===== config.mk =====
export PLATFORM = sky130hd
export DESIGN_NAME = rb_param_flat
export DESIGN_NICKNAME = d
export VERILOG_FILES = /design/src/rtl/rb_param_if.sv /design/src/rtl/rb_param.sv /design/src/flat_wrapper.sv
export SDC_FILE = /design/constraint.sdc
export NUM_CORES = 2
export LEC_CHECK = 0
export CORE_MARGIN = 2
export CORE_UTILIZATION = 47
export DETAILED_ROUTE_END_ITERATION = 8
export PLACE_DENSITY_LB_ADDON = 0.08
export SYNTH_ARGS = -nofsm -noshare
export SYNTH_HDL_FRONTEND = slang
export SYNTH_SLANG_ARGS = --single-unit

===== constraint.sdc =====
create_clock -name clk -period 2.9 [get_ports clk]
set_input_delay 0.58 -clock clk [delete_from_list [all_inputs] [get_ports clk]]
set_output_delay 0.58 -clock clk [all_outputs]
set_load 0.01 [all_outputs]

===== src/rtl/rb_param_if.sv =====
// Bundles the operand, result and memory-handshake signals of the rb_param register bank.
// Clock and reset are kept outside the interface.
interface rb_param_if #(
  parameter int DW   = 16,
  parameter int AW   = 6,
  parameter int NIN  = 2,
  parameter int NOUT = 2
);
  logic [1:0]         MC;
  logic [AW-1:0]      WRC;
  logic [AW-1:0]      busA;
  logic [AW-1:0]      busB;
  logic [DW-1:0]      busC;
  logic [DW-1:0]      Mdata;
  logic               mem_ready;
  logic [NIN*DW-1:0]  in_port;
  logic [DW-1:0]      A;
  logic [DW-1:0]      B;
  logic [DW-1:0]      WRdata;
  logic               mem_req;
  logic               mem_we;
  logic               busy;
  logic [NOUT*DW-1:0] out_port;

  modport master (
    output MC, WRC, busA, busB, busC, Mdata, mem_ready, in_port,
    input  A, B, WRdata, mem_req, mem_we, busy, out_port
  );

  modport slave (
    input  MC, WRC, busA, busB, busC, Mdata, mem_ready, in_port,
    output A, B, WRdata, mem_req, mem_we, busy, out_port
  );
endinterface


===== src/rtl/rb_param.sv =====
// Parametrised register bank: two forwarded operand read ports, one bus C write port,
// live input/output port registers and a wait-state FSM for loads/stores via the working register.
module rb_param #(
  parameter int DW       = 16,
  parameter int NREG     = 35,
  parameter int AW       = 6,
  parameter int IN_BASE  = 28,
  parameter int NIN      = 2,
  parameter int OUT_BASE = 30,
  parameter int NOUT     = 2,
  parameter int WR_IDX   = 34
) (
  input  logic        clk,
  input  logic        rst,
  rb_param_if.slave   bus
);

  typedef enum logic [1:0] {IDLE, RD_WAIT, WR_WAIT} state_t;

  localparam logic [AW-1:0] NREG_A  = AW'(NREG);
  localparam logic [AW-1:0] IN_LO_A = AW'(IN_BASE);
  localparam logic [AW-1:0] IN_HI_A = AW'(IN_BASE + NIN);
  localparam logic [AW-1:0] WR_A    = AW'(WR_IDX);

  logic [DW-1:0] regs_q [NREG];
  logic [DW-1:0] regs_d [NREG];
  state_t        state_q, state_d;
  logic [DW-1:0] wrdata_q, wrdata_d;
  logic          mem_req_q, mem_req_d;
  logic          mem_we_q, mem_we_d;

  logic          c_wr_en;
  logic [DW-1:0] wr_fwd;

  // Writes to input-port registers or out-of-range indices are silently dropped.
  assign c_wr_en = (bus.WRC < NREG_A) && !((bus.WRC >= IN_LO_A) && (bus.WRC < IN_HI_A));
  assign wr_fwd  = (c_wr_en && (bus.WRC == WR_A)) ? bus.busC : regs_q[WR_IDX];

  always_comb begin
    regs_d    = regs_q;
    state_d   = state_q;
    wrdata_d  = wrdata_q;
    mem_req_d = mem_req_q;
    mem_we_d  = mem_we_q;

    if (c_wr_en) begin
      regs_d[bus.WRC] = bus.busC;
    end
    for (int i = 0; i < NIN; i++) begin
      regs_d[IN_BASE + i] = bus.in_port[i*DW +: DW];
    end

    case (state_q)
      IDLE: begin
        // MC=11 is illegal and falls through as a no-op.
        if (bus.MC == 2'b10) begin
          mem_req_d = 1'b1;
          mem_we_d  = 1'b0;
          state_d   = RD_WAIT;
        end else if (bus.MC == 2'b01) begin
          wrdata_d  = wr_fwd;
          mem_req_d = 1'b1;
          mem_we_d  = 1'b1;
          state_d   = WR_WAIT;
        end
      end
      RD_WAIT: begin
        if (bus.mem_ready) begin
          // Placed after the bus C write so memory wins a same-edge conflict.
          regs_d[WR_IDX] = bus.Mdata;
          mem_req_d      = 1'b0;
          state_d        = IDLE;
        end
      end
      WR_WAIT: begin
        if (bus.mem_ready) begin
          mem_req_d = 1'b0;
          mem_we_d  = 1'b0;
          state_d   = IDLE;
        end
      end
      default: state_d = IDLE;
    endcase
  end

  always_ff @(posedge clk) begin
    if (rst) begin
      for (int i = 0; i < NREG; i++) begin
        regs_q[i] <= '0;
      end
      state_q   <= IDLE;
      wrdata_q  <= '0;
      mem_req_q <= 1'b0;
      mem_we_q  <= 1'b0;
    end else begin
      regs_q    <= regs_d;
      state_q   <= state_d;
      wrdata_q  <= wrdata_d;
      mem_req_q <= mem_req_d;
      mem_we_q  <= mem_we_d;
    end
  end

  // Operand reads see a pending bus C write in the same cycle.
  always_comb begin
    if (c_wr_en && (bus.busA == bus.WRC)) begin
      bus.A = bus.busC;
    end else if (bus.busA < NREG_A) begin
      bus.A = regs_q[bus.busA];
    end else begin
      bus.A = '0;
    end
  end

  always_comb begin
    if (c_wr_en && (bus.busB == bus.WRC)) begin
      bus.B = bus.busC;
    end else if (bus.busB < NREG_A) begin
      bus.B = regs_q[bus.busB];
    end else begin
      bus.B = '0;
    end
  end

  assign bus.WRdata  = wrdata_q;
  assign bus.mem_req = mem_req_q;
  assign bus.mem_we  = mem_we_q;
  assign bus.busy    = (state_q != IDLE);

  generate
    for (genvar gi = 0; gi < NOUT; gi++) begin : g_out
      assign bus.out_port[gi*DW +: DW] = regs_q[OUT_BASE + gi];
    end
  endgenerate

endmodule


===== src/flat_wrapper.sv =====
// flat-port wrapper written by rule: the top's interface ports become plain ports
module rb_param_flat 
#(
  parameter int DW       = 16,
  parameter int NREG     = 35,
  parameter int AW       = 6,
  parameter int IN_BASE  = 28,
  parameter int NIN      = 2,
  parameter int OUT_BASE = 30,
  parameter int NOUT     = 2,
  parameter int WR_IDX   = 34
)
  (clk, rst, bus_MC, bus_WRC, bus_busA, bus_busB, bus_busC, bus_Mdata, bus_mem_ready, bus_in_port, bus_A, bus_B, bus_WRdata, bus_mem_req, bus_mem_we, bus_busy, bus_out_port);
  rb_param_if #(.DW(DW), .AW(AW), .NIN(NIN), .NOUT(NOUT)) bus_i ();
  input  logic clk;
  input  logic rst;
  input wire logic [$bits(bus_i.MC)-1:0] bus_MC;
  input wire logic [$bits(bus_i.WRC)-1:0] bus_WRC;
  input wire logic [$bits(bus_i.busA)-1:0] bus_busA;
  input wire logic [$bits(bus_i.busB)-1:0] bus_busB;
  input wire logic [$bits(bus_i.busC)-1:0] bus_busC;
  input wire logic [$bits(bus_i.Mdata)-1:0] bus_Mdata;
  input wire logic [$bits(bus_i.mem_ready)-1:0] bus_mem_ready;
  input wire logic [$bits(bus_i.in_port)-1:0] bus_in_port;
  output wire logic [$bits(bus_i.A)-1:0] bus_A;
  output wire logic [$bits(bus_i.B)-1:0] bus_B;
  output wire logic [$bits(bus_i.WRdata)-1:0] bus_WRdata;
  output wire logic [$bits(bus_i.mem_req)-1:0] bus_mem_req;
  output wire logic [$bits(bus_i.mem_we)-1:0] bus_mem_we;
  output wire logic [$bits(bus_i.busy)-1:0] bus_busy;
  output wire logic [$bits(bus_i.out_port)-1:0] bus_out_port;
  assign bus_i.MC = bus_MC;
  assign bus_i.WRC = bus_WRC;
  assign bus_i.busA = bus_busA;
  assign bus_i.busB = bus_busB;
  assign bus_i.busC = bus_busC;
  assign bus_i.Mdata = bus_Mdata;
  assign bus_i.mem_ready = bus_mem_ready;
  assign bus_i.in_port = bus_in_port;
  assign bus_A = bus_i.A;
  assign bus_B = bus_i.B;
  assign bus_WRdata = bus_i.WRdata;
  assign bus_mem_req = bus_i.mem_req;
  assign bus_mem_we = bus_i.mem_we;
  assign bus_busy = bus_i.busy;
  assign bus_out_port = bus_i.out_port;
  rb_param #(.DW(DW), .NREG(NREG), .AW(AW), .IN_BASE(IN_BASE), .NIN(NIN), .OUT_BASE(OUT_BASE), .NOUT(NOUT), .WR_IDX(WR_IDX)) u_core (.clk(clk), .rst(rst), .bus(bus_i));
endmodule

After elaboration in Yosys (flattened, before gate mapping):

Cells that the tools add are included.

* reduce and logical (&&, ||, !) cells: 16
* multiplexer cells: 27
* bitwise operators: 4
* equality and inequality tests: 10
* order comparisons: 9

Operators by type and width (number)
* bitwise mux 560 bit: 1
* two-way mux 16 bit: 13
* binary-select mux 16 bit (select 6 bit): 2
* demux 16 bit (select 6 bit): 1
* greater-or-equal comparator 7 bit (second input constant): 3
* NOT 6 -> 7 bit: 3
* less-than comparator 6 bit (second input constant): 3
* == test 6 bit: 2
* AND reduction 3 bit: 3
* less-than comparator 7 x 1 -> 1 bit (second input constant): 1
* == test 6 bit (second input constant): 1
* greater-or-equal comparator 6 x 5 -> 1 bit (second input constant): 1
* logical AND 1 bit: 6
* less-than comparator 6 x 5 -> 1 bit (second input constant): 1
* two-way mux 2 bit: 3
* nonzero test 2 bit: 3
* == test 2 x 1 -> 1 bit (second input constant): 2
* == test 2 bit (second input constant): 2
* two-way mux 1 bit: 4
* one-hot mux 1 bit (2 select lines): 2
* one-hot mux 2 bit (2 select lines): 1
* inequality test 3 x 1 -> 1 bit (second input constant): 1
* logical NOT 2 bit: 1
* inequality test 2 x 1 -> 1 bit (second input constant): 1
* other kinds (5): 5

* logic and storage cells: 105
* input port bits: 87
* bits in registers: 580

Depth between registers and ports, before layout:

* word-level depth: 9
* mapped depth: 9
* gate-level depth less buffers: 7

Worst setup path after synthesis:

No wires, ideal clock.

* kind: input to output
* start point: in bus_busB[0]
* end point: out bus_B[10]
* stages: 7
* data arrival time: 2.200 ns
* path slack: 0.120 ns
* data required time: 2.320 ns
* cells stage by stage: buf_6 buf_12 mux4_2 or4b_1 o21ai_1 a2111oi_0 a221o_1

* word-level cells in the longest chain between the ends: 6

Ends and longest elaborated chain
* start: declaration: line flat_wrapper.sv:20 `input wire logic [$bits(bus_i.busB)-1:0] bus_busB;`
* NOT 6 -> 7 bit (implied by the code): line rb_param.sv:119 `bus.B = regs_q[bus.busB];`
* binary-select mux 16 bit (select 6 bit): line rb_param.sv:119
* two-way mux 16 bit (implied by the code) (2 in a row): line rb_param.sv:119
* two-way mux 16 bit: line rb_param.sv:118 `end else if (bus.busB < NREG_A) begin`
* two-way mux 16 bit (*): line rb_param.sv:116 `if (c_wr_en && (bus.busB == bus.WRC)) begin`
* end: declaration: line flat_wrapper.sv:26 `output wire logic [$bits(bus_i.B)-1:0] bus_B;`

Mark *: on every way between the ends. The rest lies on a longest branch, timed or not. The select of a mux whose other input is x is not followed.

Worst setup path in the final report:

* start point: in bus_busA[2]
* end point: out bus_A[3]

* word-level cells in the longest chain between the ends: 6

Ends and longest elaborated chain
* start: declaration: line flat_wrapper.sv:19 `input wire logic [$bits(bus_i.busA)-1:0] bus_busA;`
* NOT 6 -> 7 bit (implied by the code): line rb_param.sv:109 `bus.A = regs_q[bus.busA];`
* binary-select mux 16 bit (select 6 bit): line rb_param.sv:109
* two-way mux 16 bit (implied by the code) (2 in a row): line rb_param.sv:109
* two-way mux 16 bit: line rb_param.sv:108 `end else if (bus.busA < NREG_A) begin`
* two-way mux 16 bit (*): line rb_param.sv:106 `if (c_wr_en && (bus.busA == bus.WRC)) begin`
* end: declaration: line flat_wrapper.sv:25 `output wire logic [$bits(bus_i.A)-1:0] bus_A;`

Marked as above.

==> results.md <==
Place:
- The routability congestion estimate from global placement is 1.05.
- Once placement completed, the tool counted placed cells totaling 4701.
- The HPWL after detailed placement is roughly 99000 um.
- The count of input and output buffers is 169.

Outcome:
- The checks that failed: setup timing.
- The flow ran to the end, but the final reports show violations.

Critical path:
- The origin of the critical flop-to-flop path is u_core.state_q[1]$_SDFFE_PP0P_.
- Data on the critical path is required at its endpoint by 2.32 ns.
- The depth of the worst register-to-register path is 7.
- The minimum setup slack among reg-to-reg paths is 1.23 ns.
- The startpoint of the most critical setup path is bus_busA[2].
- The setup path with the least slack is of type input pin to output port.
- Data arrives at the worst endpoint at 2.76 ns.
- The category of the worst setup path capture point is an output port.
- The critical path startpoint category is an input pin.
- The maximum fanout along the worst path is 4.

STA:
- Setup repair after global routing could not meet its margin everywhere.
- The total count of hold-check failures in the final report came to 0.
- The setup slack of the critical path after layout is -0.441 ns.
- The remaining max-slew budget at the tightest pin is 0.568.
- The transition time at the pin with the least slew margin is 0.631 ns.
- The final cycle utilization of the critical path is 1.15.
- The final setup violation count is 32.
- The final critical path time including I/O delays and setup is ~3.3 ns.
- Timing would allow up to 299 MHz.
- The number of pins exceeding their max-slew limit in the final report came to 0.
- The largest clock skew in the final design is 0.0158 ns.

Die:
- In this run the horizontal extent of the chip is 260 um.
- The total core area is 64600 sq um.
- The height of the die is 260 um.
- The floorplan step defined a die boundary enclosing 67500 sq um.
- For this configuration, the core starts out at a cell density of 0.476.
- The floorplan has 93 rows.
- The top-level I/O count is 170.

Power:
- The combinational fraction of design power is 0.156.
- Total power for the finished layout comes to 20.1 mW.
- Of the total power, the clock network draws 0.437.
- For this design the ratio of total power to cell area is 476 nW/um^2.
- The fraction of power spent switching nets is 0.280.
- Across the VDD grid, the largest voltage drop is 0.518 mV.
- Of the total power, registers draw 0.407.
- The internal portion of the total power is between 10 and 15 mW.
- The leakage power summed over all cells is roughly 15 nW.
- Summed over all nets, the switching power comes to 5.61 mW.

Clock network:
- After clock tree synthesis, the clock-pin slew on the worst setup and hold paths is 0.06 ns.
- The number of H-tree levels is 3.
- The buffer depth of the longest clock path is 3.
- The clock tree from TritonCTS is built.
- The count of hold-fix buffers inserted at cts is 0.
- The clock tree root driver cell is sky130_fd_sc_hd__clkbuf_16.
- The total CTS buffers is 67.
- The clock latency on the worst-skew pair is around 0.63 ns.
- The clock sink total is 580.

Worst hold path:
- In this run the worst hold path is classified as input pin to flip-flop.
- Along the worst hold path, the cell count comes to 3.
- The worst min-delay path startpoint is bus_busC[2].

GRT:
- The global-route usage over all layers is 0.420.
- The number of antenna violations at the first check in global routing is 5.
- The via count of the first global-routing pass is 29900.
- The total grt overflow is 0.
- The first global-routing pass estimated 208000 um of wire.
- The pin count of the biggest net entering global routing is 85.

Synthesis:
- The largest total area in the synthesized netlist belongs to sky130_fd_sc_hd__dfxtp_1.
- The synthesis warning total is 0.
- In the post-synthesis netlist, the biggest area contributors are sky130_fd_sc_hd__dfxtp_1, sky130_fd_sc_hd__mux4_2, sky130_fd_sc_hd__nand2_1.
- The fraction of synthesis flops using an asynchronous set or reset pin is 0.
- Counting flops with a built-in enable in the synthesized netlist gives 0.
- Synthesis inferred 580 register bits.
- Synthesis produced 3528 cells.
- The mapped netlist covers just over 30000 sq um.
- A synthesized cell averages 8.72 sq um.
- The main flop type after synthesis is sky130_fd_sc_hd__dfxtp_1.
- The top-area cell type share of the netlist area is 0.377.
- The synthesized net count is 3618.
- Of the synthesized area, sequential elements account for 0.377.
- The number of distinct library cells after synthesis is 48.

Routing:
- The vias after detailed routing is 31600.
- The via count normalized by instance count is about 6.4.
- After the first detailed-routing iteration, the DRC count stood at 3898.
- Wires add up to 145000 um.
- The uppermost metal layer occupied by signal nets is met5.
- The number of iterations in the first detailed-routing pass is 6.
- After detailed routing, the number of remaining DRC violations is 0.
- The amount of wire on met2 after detailed routing is 64200 um.
- The routed wire length on met3 is 15800 um.
- After detailed routing, the average wire length per cell comes to 29.4 um.
- Once detail routing completed, the nets flagged for antenna violations numbered 0.
- After detailed routing, the wire length on met1 is 55100 um.

Cells and area:
- The layout-stage area growth over the synthesis result is 36.9%.
- Once layout is complete, the cells apart from fillers number between 4000 and 5000.
- The footprint of the flip-flops and latches is 11600 sq um.
- The net count reported at finish is 4113.
- The area used by multi-input combinational logic is 19000 sq um.
- The filler cells instantiated in the layout total approximately 5300.
- Of the cells placed in the final design, the portion with a size suffix greater than 1 is 0.322.

Run:
- The tool flagged a number of max-cap violations equal to 0.
## path summary, 6_finish.rpt
check,end
worst max register to register,u_core.bus.WRdata[4]$_SDFFE_PP0P_
worst min register to register,u_core.regs_q[178]$_SDFFE_PP0P_
worst min-delay path,u_core.regs_q[18]$_SDFFE_PP0P_
worst max-delay path,bus_A[3]
## metal layers
layer	track usage	vias to the layer above
li1	-	13600
met1	0.551	15600
met2	0.644	1959
met3	0.0980	425
met4	0.222	6
met5	0	-
## power groups by stage
| stage | Sequential [mW] | Combinational, mW | Clock (mW) |
|---|---|---|---|
| after floorplan | 8.31 | 1.23 | 0 |
| after global placement | 8.33 | 2.46 | 0 |
| after detailed placement | 8.33 | 2.47 | 0 |
| after CTS | 8.16 | 2.89 | 8.80 |
| after global routing | 8.17 | 3.20 | 9.17 |
| final | 8.16 | 3.12 | 8.77 |
## placed cells by master (no fill, tap or decap), types with 19 or more instances in the layout
cell type	netlist	routed
sky130_fd_sc_hd__nor2b_1	78	51
sky130_fd_sc_hd__clkdlybuf4s50_1	0	103
sky130_fd_sc_hd__nand2_1	837	821
sky130_fd_sc_hd__clkbuf_16	0	72
sky130_fd_sc_hd__a221o_1	32	31
sky130_fd_sc_hd__o21ai_0	32	32
sky130_fd_sc_hd__nor2_1	85	80
sky130_fd_sc_hd__nand3_1	291	291
sky130_fd_sc_hd__a21oi_1	489	485
sky130_fd_sc_hd__a22oi_1	33	20
sky130_fd_sc_hd__buf_12	1	71
sky130_fd_sc_hd__dfxtp_1	580	560
sky130_fd_sc_hd__a211oi_1	64	36
sky130_fd_sc_hd__a41oi_2	0	19
sky130_fd_sc_hd__buf_6	6	54
sky130_fd_sc_hd__mux4_2	192	192
sky130_fd_sc_hd__buf_2	61	47
sky130_fd_sc_hd__buf_16	0	22
sky130_fd_sc_hd__nor2b_4	0	23
sky130_fd_sc_hd__dfxtp_2	0	20
sky130_fd_sc_hd__mux2_2	37	27
sky130_fd_sc_hd__a211oi_2	1	25
sky130_fd_sc_hd__mux2i_1	207	182
sky130_fd_sc_hd__a2111oi_4	0	26
sky130_fd_sc_hd__buf_4	76	506
## flip-flops by register name (all words and copies together) (netlist names)
| signal | flops |
|---|---|
| u_core.bus.WRdata | 16 |
| u_core.state_q | 2 |
| u_core.bus.mem_we | 1 |
| u_core.bus.out_port | 32 |
| u_core.regs_q | 528 |
| u_core.bus.mem_req | 1 |
## final cells by class
type	instances	area share
multi-input combinational	2540	0.452
sequential	580	0.276
timing repair buffer	828	0.192
clock buffer	94	0.0463
tap	855	0.0254
clock inverter	28	0.00734
inverter	6	0.000535
antenna	1	0.0000594
## cells by family (layout without fill, tap and decap cells)
kind of cell,Yosys count,in the layout,share of synthesized area
other,0,1,0
DFF,580,580,0.377
buffers and inverters,410,956,0.0638
muxes,436,436,0.221
AOI/OAI and AO/OA,749,751,0.146
adders and majority gates,3,3,0.00122
and+or+nand+nor,1337,1337,0.187
xor gates and xnor gates,13,13,0.00370
## through the flow
step	utilization	worst slack [ns]	setup TNS [ns]	hold slack [ns]	instance area, sq um
2_1_floorplan	-	0.120	0	0.443	30800
3_3_place_gp	0.564	-1.58	-41.46	0.449	36400
3_5_place_dp	0.564	-1.63	-41.08	0.459	36400
4_1_cts	0.637	-0.392	-9.55	0.325	41200
5_1_grt	0.652	-0.472	-10.96	0.340	42100
6_report	0.652	-0.441	-9.72	0.350	42100
## Yosys cell counts (8+ instances only)
master / n
sky130_fd_sc_hd__a211oi_1: 64
sky130_fd_sc_hd__a2111oi_0: 32
sky130_fd_sc_hd__a41oi_1: 30
sky130_fd_sc_hd__a21oi_1: 489
sky130_fd_sc_hd__nor3_1: 8
sky130_fd_sc_hd__buf_2: 61
sky130_fd_sc_hd__buf_1: 23
sky130_fd_sc_hd__nand2_1: 837
sky130_fd_sc_hd__xnor2_1: 13
sky130_fd_sc_hd__mux4_2: 192
sky130_fd_sc_hd__o22ai_1: 30
sky130_fd_sc_hd__mux2_2: 37
sky130_fd_sc_hd__buf_4: 76
sky130_fd_sc_hd__clkbuf_1: 237
sky130_fd_sc_hd__a22oi_1: 33
sky130_fd_sc_hd__nand2b_1: 9
sky130_fd_sc_hd__o21ai_0: 32
sky130_fd_sc_hd__nor2b_1: 78
sky130_fd_sc_hd__dfxtp_1: 580
sky130_fd_sc_hd__a221o_1: 32
sky130_fd_sc_hd__mux2i_1: 207
sky130_fd_sc_hd__nand3_1: 291
sky130_fd_sc_hd__nor2_1: 85
## critical path, stage by stage
cell	delay, ns
sky130_fd_sc_hd__buf_12	0.12
sky130_fd_sc_hd__buf_16	0.12
sky130_fd_sc_hd__or3_4	0.41
sky130_fd_sc_hd__a21oi_4	0.18
sky130_fd_sc_hd__buf_4	0.15
sky130_fd_sc_hd__buf_4	0.13
sky130_fd_sc_hd__o32ai_4	0.11
sky130_fd_sc_hd__buf_4	0.19
sky130_fd_sc_hd__buf_4	0.13
sky130_fd_sc_hd__a2111oi_4	0.23
sky130_fd_sc_hd__a221o_1	0.23
sky130_fd_sc_hd__buf_2	0.15
## what timing repair did
| item | in CTS | in global routing |
|---|---|---|
| buffers inserted | 68 | 45 |
| gates cloned | 18 | 4 |
| pin swaps | 72 | 48 |
| setup endpoints to repair | 32 | 32 |
| resized for setup | 506 | 165 |
No activity file was read; power rests on OpenSTA's default activity.
